<file path="src/rtl/hop_input_gen.sv">
// Hop-kernel input stage: latches the hop context on an accepted hop_tick and forms X..Y2 after a 25-cycle serial mod reduction.
// Optional build macro INTERLACE_SCAN_EN adds the scan_interlace input (X += 16 in PSCAN/ISCAN).
module hop_input_gen #(
  parameter int TRAIN_TICKS = 8192
) (
  input  logic        clk,
  input  logic        rst,
  input  logic        hop_tick,
  input  logic [2:0]  mode,
  input  logic        page_hit,
  input  logic        role_slave,
  input  logic [27:0] addr,
  input  logic [27:0] clkn,
  input  logic [27:0] clke,
  input  logic        afh_en,
  input  logic [6:0]  afh_n,
`ifdef INTERLACE_SCAN_EN
  input  logic        scan_interlace,
`endif
  output logic        busy,
  output logic        hop_valid,
  output logic [4:0]  X,
  output logic [4:0]  A,
  output logic [3:0]  B,
  output logic [4:0]  C,
  output logic [8:0]  D,
  output logic [6:0]  E,
  output logic [6:0]  F,
  output logic [6:0]  Fprime,
  output logic        Y1,
  output logic [5:0]  Y2
);

  // state | meaning
  // IDLE  | waiting for hop_tick, hop context may be sampled
  // CALC  | 25 reducer steps over the sampled clock
  // DONE  | all kernel outputs load, hop_valid pulses next cycle
  typedef enum logic [1:0] {S_IDLE, S_CALC, S_DONE} state_t;

  localparam logic [2:0] MD_PSCAN = 3'd0;
  localparam logic [2:0] MD_PAGE  = 3'd1;
  localparam logic [2:0] MD_MRESP = 3'd2;
  localparam logic [2:0] MD_SRESP = 3'd3;
  localparam logic [2:0] MD_ISCAN = 3'd4;
  localparam logic [2:0] MD_INQ   = 3'd5;
  localparam logic [2:0] MD_IRESP = 3'd6;
  localparam logic [2:0] MD_CONN  = 3'd7;

  localparam int TCW = (TRAIN_TICKS > 2) ? $clog2(TRAIN_TICKS) : 1;
  localparam logic [TCW-1:0] TC_LAST = TCW'(TRAIN_TICKS - 1);

  state_t         state_q, state_d;
  logic [4:0]     step_q;
  logic           accept, load_out;

  logic [2:0]     mode_last;
  logic [27:0]    clke_f, clkn_f;
  logic [4:0]     n_cnt;
  logic [TCW-1:0] tc_q;
  logic           train_b_q;

  logic [2:0]     mode_s;
  logic [27:0]    addr_s, clk_s;
  logic           afh_en_s;
  logic [6:0]     afh_n_s;
  logic [4:0]     n_s, koff_s;
`ifdef INTERLACE_SCAN_EN
  logic           interlace_s;
`endif

  logic [6:0]     r79_q, rn_q;

  logic           mode_chg, page_entry, is_resp, is_page;
  logic [4:0]     n_base;
  logic [TCW-1:0] tc_base;
  logic           train_base;
  logic [27:0]    clke_fz, clkn_fz, clk_pick;
  logic [4:0]     bit_idx;
  logic           shift_bit;

  function automatic logic [6:0] red_step(input logic [6:0] r, input logic b, input logic [6:0] m);
    logic [7:0] t;
    t = {r, b};
    if (t >= {1'b0, m}) t = t - {1'b0, m};
    return t[6:0];
  endfunction

  always_ff @(posedge clk) begin
    if (rst) state_q <= S_IDLE;
    else     state_q <= state_d;
  end

  always_comb begin
    state_d  = state_q;
    accept   = 1'b0;
    load_out = 1'b0;
    busy     = 1'b1;
    case (state_q)
      S_IDLE: begin
        busy = 1'b0;
        if (hop_tick) begin
          accept  = 1'b1;
          state_d = S_CALC;
        end
      end
      S_CALC: if (step_q == 5'd24) state_d = S_DONE;
      S_DONE: begin
        load_out = 1'b1;
        state_d  = S_IDLE;
      end
      default: state_d = S_IDLE;
    endcase
  end

  // Context clears (page_hit, mode change) take effect before the same-cycle tick is sampled.
  always_comb begin
    mode_chg   = (mode != mode_last);
    page_entry = mode_chg && ((mode == MD_PAGE) || (mode == MD_INQ));
    is_resp    = (mode == MD_MRESP) || (mode == MD_SRESP) || (mode == MD_IRESP);
    is_page    = (mode == MD_PAGE) || (mode == MD_INQ);
    n_base     = (page_hit || mode_chg) ? 5'd0 : n_cnt;
    tc_base    = page_entry ? '0 : tc_q;
    train_base = page_entry ? 1'b0 : train_b_q;
    clke_fz    = page_hit ? clke : clke_f;
    clkn_fz    = page_hit ? clkn : clkn_f;
    case (mode)
      MD_PAGE, MD_INQ: clk_pick = clke;
      MD_MRESP:        clk_pick = clke_fz;
      MD_SRESP:        clk_pick = clkn_fz;
      MD_CONN:         clk_pick = role_slave ? clke : clkn;
      default:         clk_pick = clkn;
    endcase
  end

  always_ff @(posedge clk) begin
    if (rst) begin
      mode_last <= 3'd0;
      clke_f    <= 28'd0;
      clkn_f    <= 28'd0;
      n_cnt     <= 5'd0;
      tc_q      <= '0;
      train_b_q <= 1'b0;
      mode_s    <= 3'd0;
      addr_s    <= 28'd0;
      clk_s     <= 28'd0;
      afh_en_s  <= 1'b0;
      afh_n_s   <= 7'd0;
      n_s       <= 5'd0;
      koff_s    <= 5'd24;
`ifdef INTERLACE_SCAN_EN
      interlace_s <= 1'b0;
`endif
    end else begin
      mode_last <= mode;
      if (page_hit) begin
        clke_f <= clke;
        clkn_f <= clkn;
      end
      n_cnt     <= n_base;
      tc_q      <= tc_base;
      train_b_q <= train_base;
      if (accept) begin
        mode_s   <= mode;
        addr_s   <= addr;
        clk_s    <= clk_pick;
        afh_en_s <= afh_en;
        afh_n_s  <= afh_n;
        n_s      <= n_base;
        koff_s   <= train_base ? 5'd8 : 5'd24;
`ifdef INTERLACE_SCAN_EN
        interlace_s <= scan_interlace;
`endif
        if (is_resp) n_cnt <= n_base + 5'd1;
        if (is_page) begin
          if (tc_base == TC_LAST) begin
            tc_q      <= '0;
            train_b_q <= ~train_base;
          end else begin
            tc_q <= tc_base + TCW'(1);
          end
        end
      end
    end
  end

  // Steps 0..20 shift in CLK[27:7] MSB-first; steps 21..24 only double (the *16).
  assign bit_idx   = 5'd27 - step_q;
  assign shift_bit = (step_q < 5'd21) ? clk_s[bit_idx] : 1'b0;

  always_ff @(posedge clk) begin
    if (rst) begin
      step_q <= 5'd0;
      r79_q  <= 7'd0;
      rn_q   <= 7'd0;
    end else if (accept) begin
      step_q <= 5'd0;
      r79_q  <= 7'd0;
      rn_q   <= 7'd0;
    end else if (state_q == S_CALC) begin
      step_q <= step_q + 5'd1;
      r79_q  <= red_step(r79_q, shift_bit, 7'd79);
      rn_q   <= red_step(rn_q, shift_bit, afh_n_s);
    end
  end

  logic       conn_s;
  logic [3:0] page_off;
  logic [4:0] page_x, x_d;
  logic       y1_d;

  always_comb begin
    conn_s   = (mode_s == MD_CONN);
    page_off = {clk_s[4:2], clk_s[0]} - clk_s[15:12];
    page_x   = clk_s[16:12] + koff_s + {1'b0, page_off};
    x_d      = 5'd0;
    y1_d     = 1'b0;
    case (mode_s)
      MD_PSCAN, MD_ISCAN: begin
`ifdef INTERLACE_SCAN_EN
        x_d = clk_s[16:12] + {interlace_s, 4'b0000};
`else
        x_d = clk_s[16:12];
`endif
      end
      MD_PAGE, MD_INQ: begin
        x_d  = page_x;
        y1_d = clk_s[1];
      end
      MD_MRESP: begin
        x_d  = page_x + n_s;
        y1_d = clk_s[1];
      end
      MD_SRESP: begin
        x_d  = clk_s[16:12] + n_s;
        y1_d = clk_s[1];
      end
      MD_IRESP: begin
        x_d  = clk_s[16:12] + n_s;
        y1_d = 1'b1;
      end
      default: begin
        x_d  = clk_s[6:2];
        y1_d = clk_s[1];
      end
    endcase
  end

  always_ff @(posedge clk) begin
    if (rst) begin
      hop_valid <= 1'b0;
      X         <= 5'd0;
      A         <= 5'd0;
      B         <= 4'd0;
      C         <= 5'd0;
      D         <= 9'd0;
      E         <= 7'd0;
      F         <= 7'd0;
      Fprime    <= 7'd0;
      Y1        <= 1'b0;
      Y2        <= 6'd0;
    end else begin
      hop_valid <= load_out;
      if (load_out) begin
        X      <= x_d;
        A      <= addr_s[27:23] ^ (conn_s ? clk_s[25:21] : 5'd0);
        B      <= addr_s[22:19];
        C      <= {addr_s[8], addr_s[6], addr_s[4], addr_s[2], addr_s[0]} ^
                  (conn_s ? clk_s[20:16] : 5'd0);
        D      <= addr_s[18:10] ^ (conn_s ? clk_s[15:7] : 9'd0);
        E      <= {addr_s[13], addr_s[11], addr_s[9], addr_s[7], addr_s[5], addr_s[3], addr_s[1]};
        F      <= conn_s ? r79_q : 7'd0;
        Fprime <= (conn_s && afh_en_s) ? rn_q : 7'd0;
        Y1     <= y1_d;
        Y2     <= {y1_d, 5'b00000};
      end
    end
  end

endmodule

</file>
<file path="config.mk">
export PLATFORM = sky130hd
export DESIGN_NAME = hop_input_gen
export DESIGN_NICKNAME = d
export VERILOG_FILES = /design/src/rtl/hop_input_gen.sv
export SDC_FILE = /design/constraint.sdc
export NUM_CORES = 1
export LEC_CHECK = 0
export CAP_MARGIN = 0
export CELL_PAD_IN_SITES_DETAIL_PLACEMENT = 1
export CELL_PAD_IN_SITES_GLOBAL_PLACEMENT = 1
export CORE_UTILIZATION = 42
export CTS_BUF_LIST = sky130_fd_sc_hd__clkbuf_8
export DETAILED_ROUTE_END_ITERATION = 16
export PLACE_DENSITY_LB_ADDON = 0.05
export SYNTH_ARGS = -nofsm -noshare
export SYNTH_HDL_FRONTEND = slang
export SYNTH_SLANG_ARGS = --single-unit
</file>
<file path="constraint.sdc">
create_clock -name clk -period 4.3 [get_ports clk]
set_clock_uncertainty 0.1 [all_clocks]
set_input_delay 1.29 -clock clk [delete_from_list [all_inputs] [get_ports clk]]
set_output_delay 1.29 -clock clk [all_outputs]
set_load 0.02 [all_outputs]
</file>
==> results.py <==
metrics = {
    "run_status": {
        "status": "finished, final reports clean",
    },
    "synth": {
        "synthesis.area_sq_mm": 0.0103,
        "syn_inst": 1220,
        "synthMuxAreaShare": 0.0755,
        "yosysWarnings": 0,
        "synth_top_area_cell": "dfxtp_1",
        "synthAdderAreaFrac": 0.0429,
        "synthTopCellsByArea": "dfxtp_1 (43%), mux2i_1 (6.8%), nand2_1 (6.6%), a21oi_1 (5.9%), nor2_1 (4.7%)",
        "synth_flop_cell": "dfxtp_1",
        "syn_avg_cell_area_sq_um": 8.47,
        "synthDominantCellAreaShare": 0.432,
        "yosysUniqueCellTypes": 62,
        "ys_ff_latch": 223,
        "synth_edf_count": 0,
        "yosysSeqAreaShare": 0.432,
        "synth_top_family_by_area": "compound AO/OA/AOI/OAI gates",
        "synth_compound_area_frac": 0.178,
        "async_reset_ff_frac": 0,
        "synth_xor_area_frac": 0.0483,
        "synth-simple-area-share": 0.173,
    },
    "setup_path": {
        "crit_slowest_cell": "or4bb_1",
        "r2r_start": "clk_s[0]",
        "r2r-end": "X[4]",
        "slowest_delay_ns": 0.52,
        "arrival_ns": 4.44,
        "end_kind": "flop",
        "cp-start-kind": "flop",
        "cp_common_cell": "ha_1",
        "regToRegSetupSlack_ns": 0.18,
        "rr_worst_depth": 17,
        "critical_path_class": "reg2reg",
        "cp_cell_sequence": "inv_1 -> ha_1 -> inv_2 -> fa_1 -> ha_1 -> ha_1 -> fa_1 -> nand2_1 -> o21ai_0 -> ha_1 -> nor2b_2 -> o21ai_2 -> a21boi_2 -> or4bb_1 -> o311a_1 -> a31oi_1 -> o41ai_1",
        "worstPathRequired_ns": 4.62,
        "critPathMaxFanout": 4,
    },
    "clock_network": {
        "clock_path_buffers": 3,
        "tritoncts": "built",
        "clk-insertion-delay-late_ns": 0.55,
        "clk_pin_slew_ns": 0.06,
        "cts_sinks": 223,
        "clock-root-buffer": "clkbuf_8",
        "htreeDepth": 2,
        "numCtsBuffers": 42,
    },
    "power": {
        "power_mw": 5.25,
        "leakage_nw": 4.97,
        "ir_drop_v": 0.000257,
        "power_density_mw_per_mm2": 401,
    },
    "finish": {
        "n_antenna_cell": 0,
        "nNetsFinal": 1496,
        "drive_gt1_frac": 0.0868,
        "area_growth_pct": 26.9,
        "stdcell_area_sq_mm": 0.0131,
        "fill_cells": 2878,
    },
    "detailed_routing": {
        "ant_nets": 0,
        "drt_iter0_drc": 425,
        "drt_wl_total_microns": 30700,
        "via_per_inst": 5.39,
        "avgRoutedWirePerCell_microns": 17.9,
        "drcViolationCount": 0,
        "drt_first_pass_iters": 5,
        "vias": 9255,
    },
    "grt": {
        "grt_pass1_wl_microns": 50600,
        "met1_usage": 0.314,
        "grt_use_met3": 0.0334,
        "antenna_found_initial": 0,
        "grt_busiest_layer": "met2",
        "grt_start_max_net_pins": 89,
        "met2_usage": 0.423,
        "grt_pass1_vias": 9672,
        "grt.overflow.total": 0,
        "globalRouteTotalUtil": 0.246,
    },
    "floorplanning": {
        "dieArea_sq_mm": 0.0252,
        "die_w_microns": 159,
        "die_y_microns": 159,
        "io_pins": 158,
        "rows": 57,
        "initial_core_util": 0.426,
        "core_region_area_sq_mm": 0.0242,
    },
    "place": {
        "numPortBuffers": 152,
        "hpwl_microns": 21200,
        "placed_area_sq_mm": 0.0121,
        "gp_congestion": 0.818,
    },
    "worst_hold_path": {
        "whs_endpoint": "Fprime[0]",
        "whs_path_depth": 2,
        "min_path_type": "reg2reg",
        "min_from": "Fprime[0]",
    },
    "sta": {
        "final-hold-violation-count": 0,
        "max_freq_mhz": 242,
        "min_period_ns": 4.12,
        "setup_viol": 0,
        "finalMaxSlewViolations": 0,
        "min_period_over_period": 0.959,
        "tightest_slew_ns": 1.13,
        "timing.slew.headroom": 0.243,
        "rsz0062_at_grt": "true",
        "tns_ns": 0,
    },
    "run": {
        "maxCapViolCount": 0,
    },
}
==> layout by cell type, fill, tap and decap left out, types with 3 or more instances in the layout <==
cell | synthesis | final
buf_4 | 8 | 35
nand3_1 | 36 | 36
nor2_1 | 130 | 130
mux2i_1 | 70 | 70
conb_1 | 1 | 5
a21o_1 | 6 | 6
o211ai_1 | 5 | 5
nand4_1 | 8 | 8
clkbuf_8 | 0 | 58
dfxtp_1 | 223 | 221
ha_1 | 29 | 29
xnor2_1 | 21 | 21
and2_1 | 5 | 5
a31oi_1 | 5 | 5
clkdlybuf4s50_1 | 0 | 150
o21ai_0 | 45 | 44
fa_1 | 4 | 4
nand2b_1 | 12 | 12
mux4_2 | 3 | 3
a22oi_1 | 15 | 15
inv_1 | 33 | 42
nor2b_1 | 16 | 14
nor3_1 | 7 | 7
nand2_1 | 183 | 182
nor4_1 | 3 | 3
a221oi_1 | 29 | 29
xor2_1 | 36 | 36
a211oi_1 | 29 | 29
a21oi_1 | 122 | 122
o22ai_1 | 15 | 15
==> layer usage <==
layer | wire length [microns] | up-vias
li1 | - | 4518
met2 | 14900 | 184
met1 | 13900 | 4490
met3 | 1110 | 63
met4 | 857 | 0
met5 | 0 | -
==> power by group <==
part	switching (mW)	leakage (nW)	internal, mW
clock	0.916	0.511	1.32
combinational	0.432	2.63	0.359
sequential	0.0739	1.82	2.16
total	1.42	4.97	3.83
==> sequential cells by signal (all words and copies together), names as in the netlist, 2 cells and up <==
| register | count |
|---|---|
| n_cnt | 5 |
| n_s | 5 |
| A | 5 |
| clkn_f | 28 |
| rn_q | 7 |
| r79_q | 7 |
| E | 7 |
| step_q | 5 |
| C | 5 |
| X | 5 |
| addr_s | 28 |
| state_q | 2 |
| F | 7 |
| afh_n_s | 7 |
| mode_last | 3 |
| tc_q | 13 |
| B | 4 |
| mode_s | 3 |
| clk_s | 28 |
| Fprime | 7 |
| clke_f | 28 |
| D | 9 |
==> worst max-delay path, delay by kind of cell, from the launching register on <==
family	cells	cell delay [ns]
buf+inv	2	0.12
fa+ha+maj	6	1.92
flops	1	0.33
simple gates	3	0.77
compound gates	6	0.77
==> logic make-up (layout without fill, tap and decap cells) <==
group / after synthesis / count (layout)
AO/OA/AOI/OAI: 294 / 294
XOR/XNOR: 57 / 57
flip-flops: 223 / 223
AND/OR/NAND/NOR: 414 / 414
adder cells (fa/ha/maj): 33 / 33
buffers and inverters: 124 / 294
other: 1 / 5
multiplexers: 74 / 74
==> worst max path at each step <==
stage / startpoint / to / depth (start not counted)
floorplan: clk_s[12] / X[4] / 16
global placement: clk_s[0] / X[4] / 17
detailed placement: clk_s[0] / X[4] / 17
CTS: clk_s[0] / X[4] / 17
global route: clk_s[0] / X[4] / 17
finish: clk_s[0] / X[4] / 17
==> synthesized netlist by cell type, types with 4 or more instances <==
| library cell | instances |
|---|---|
| o22ai_1 | 15 |
| o21ai_0 | 45 |
| fa_1 | 4 |
| nand2b_1 | 12 |
| a21oi_1 | 122 |
| a21o_1 | 6 |
| dfxtp_1 | 223 |
| a22oi_1 | 15 |
| a31oi_1 | 5 |
| and2_1 | 5 |
| nand4_1 | 8 |
| xnor2_1 | 21 |
| buf_4 | 8 |
| nor3_1 | 7 |
| buf_2 | 7 |
| nand2_1 | 183 |
| buf_1 | 5 |
| inv_1 | 33 |
| nor2b_1 | 16 |
| xor2_1 | 36 |
| a221oi_1 | 29 |
| nand3_1 | 36 |
| ha_1 | 29 |
| a211oi_1 | 29 |
| mux2i_1 | 70 |
| clkbuf_1 | 70 |
| nor2_1 | 130 |
| o211ai_1 | 5 |
==> layout make-up <==
| type | instances | area, sq um | area share |
|---|---|---|---|
| Clock inverter | 17 | 131 | 0.0100 |
| Sequential cell | 223 | 4470 | 0.341 |
| Timing Repair Buffer | 186 | 1780 | 0.136 |
| Tap cell | 324 | 405 | 0.0309 |
| Multi-Input combinational cell | 877 | 5400 | 0.412 |
| Inverter | 33 | 124 | 0.00945 |
| Clock buffer | 58 | 798 | 0.0609 |
==> through the flow <==
stage	hold WS (ns)	cells	worst slack, ns	util
2_1_floorplan	0.332	1224	0.353	-
3_3_place_gp	0.338	1639	0.176	0.500
6_report	0.348	1718	0.176	0.541
3_5_place_dp	0.345	1639	-0.00175	0.500
4_1_cts	0.353	1714	0.00324	0.539
5_1_grt	0.377	1718	-0.0134	0.541
==> what timing repair did <==
| action | CTS | global route |
|---|---|---|
| setup endpoints to repair | 1 | 7 |
| hold buffers | 0 | 0 |
| resized for setup | 1 | 9 |
| gates cloned | 0 | 0 |
| pin swaps | 0 | 5 |
| setup buffers | 0 | 4 |
No activity file was read; power rests on OpenSTA's default activity.
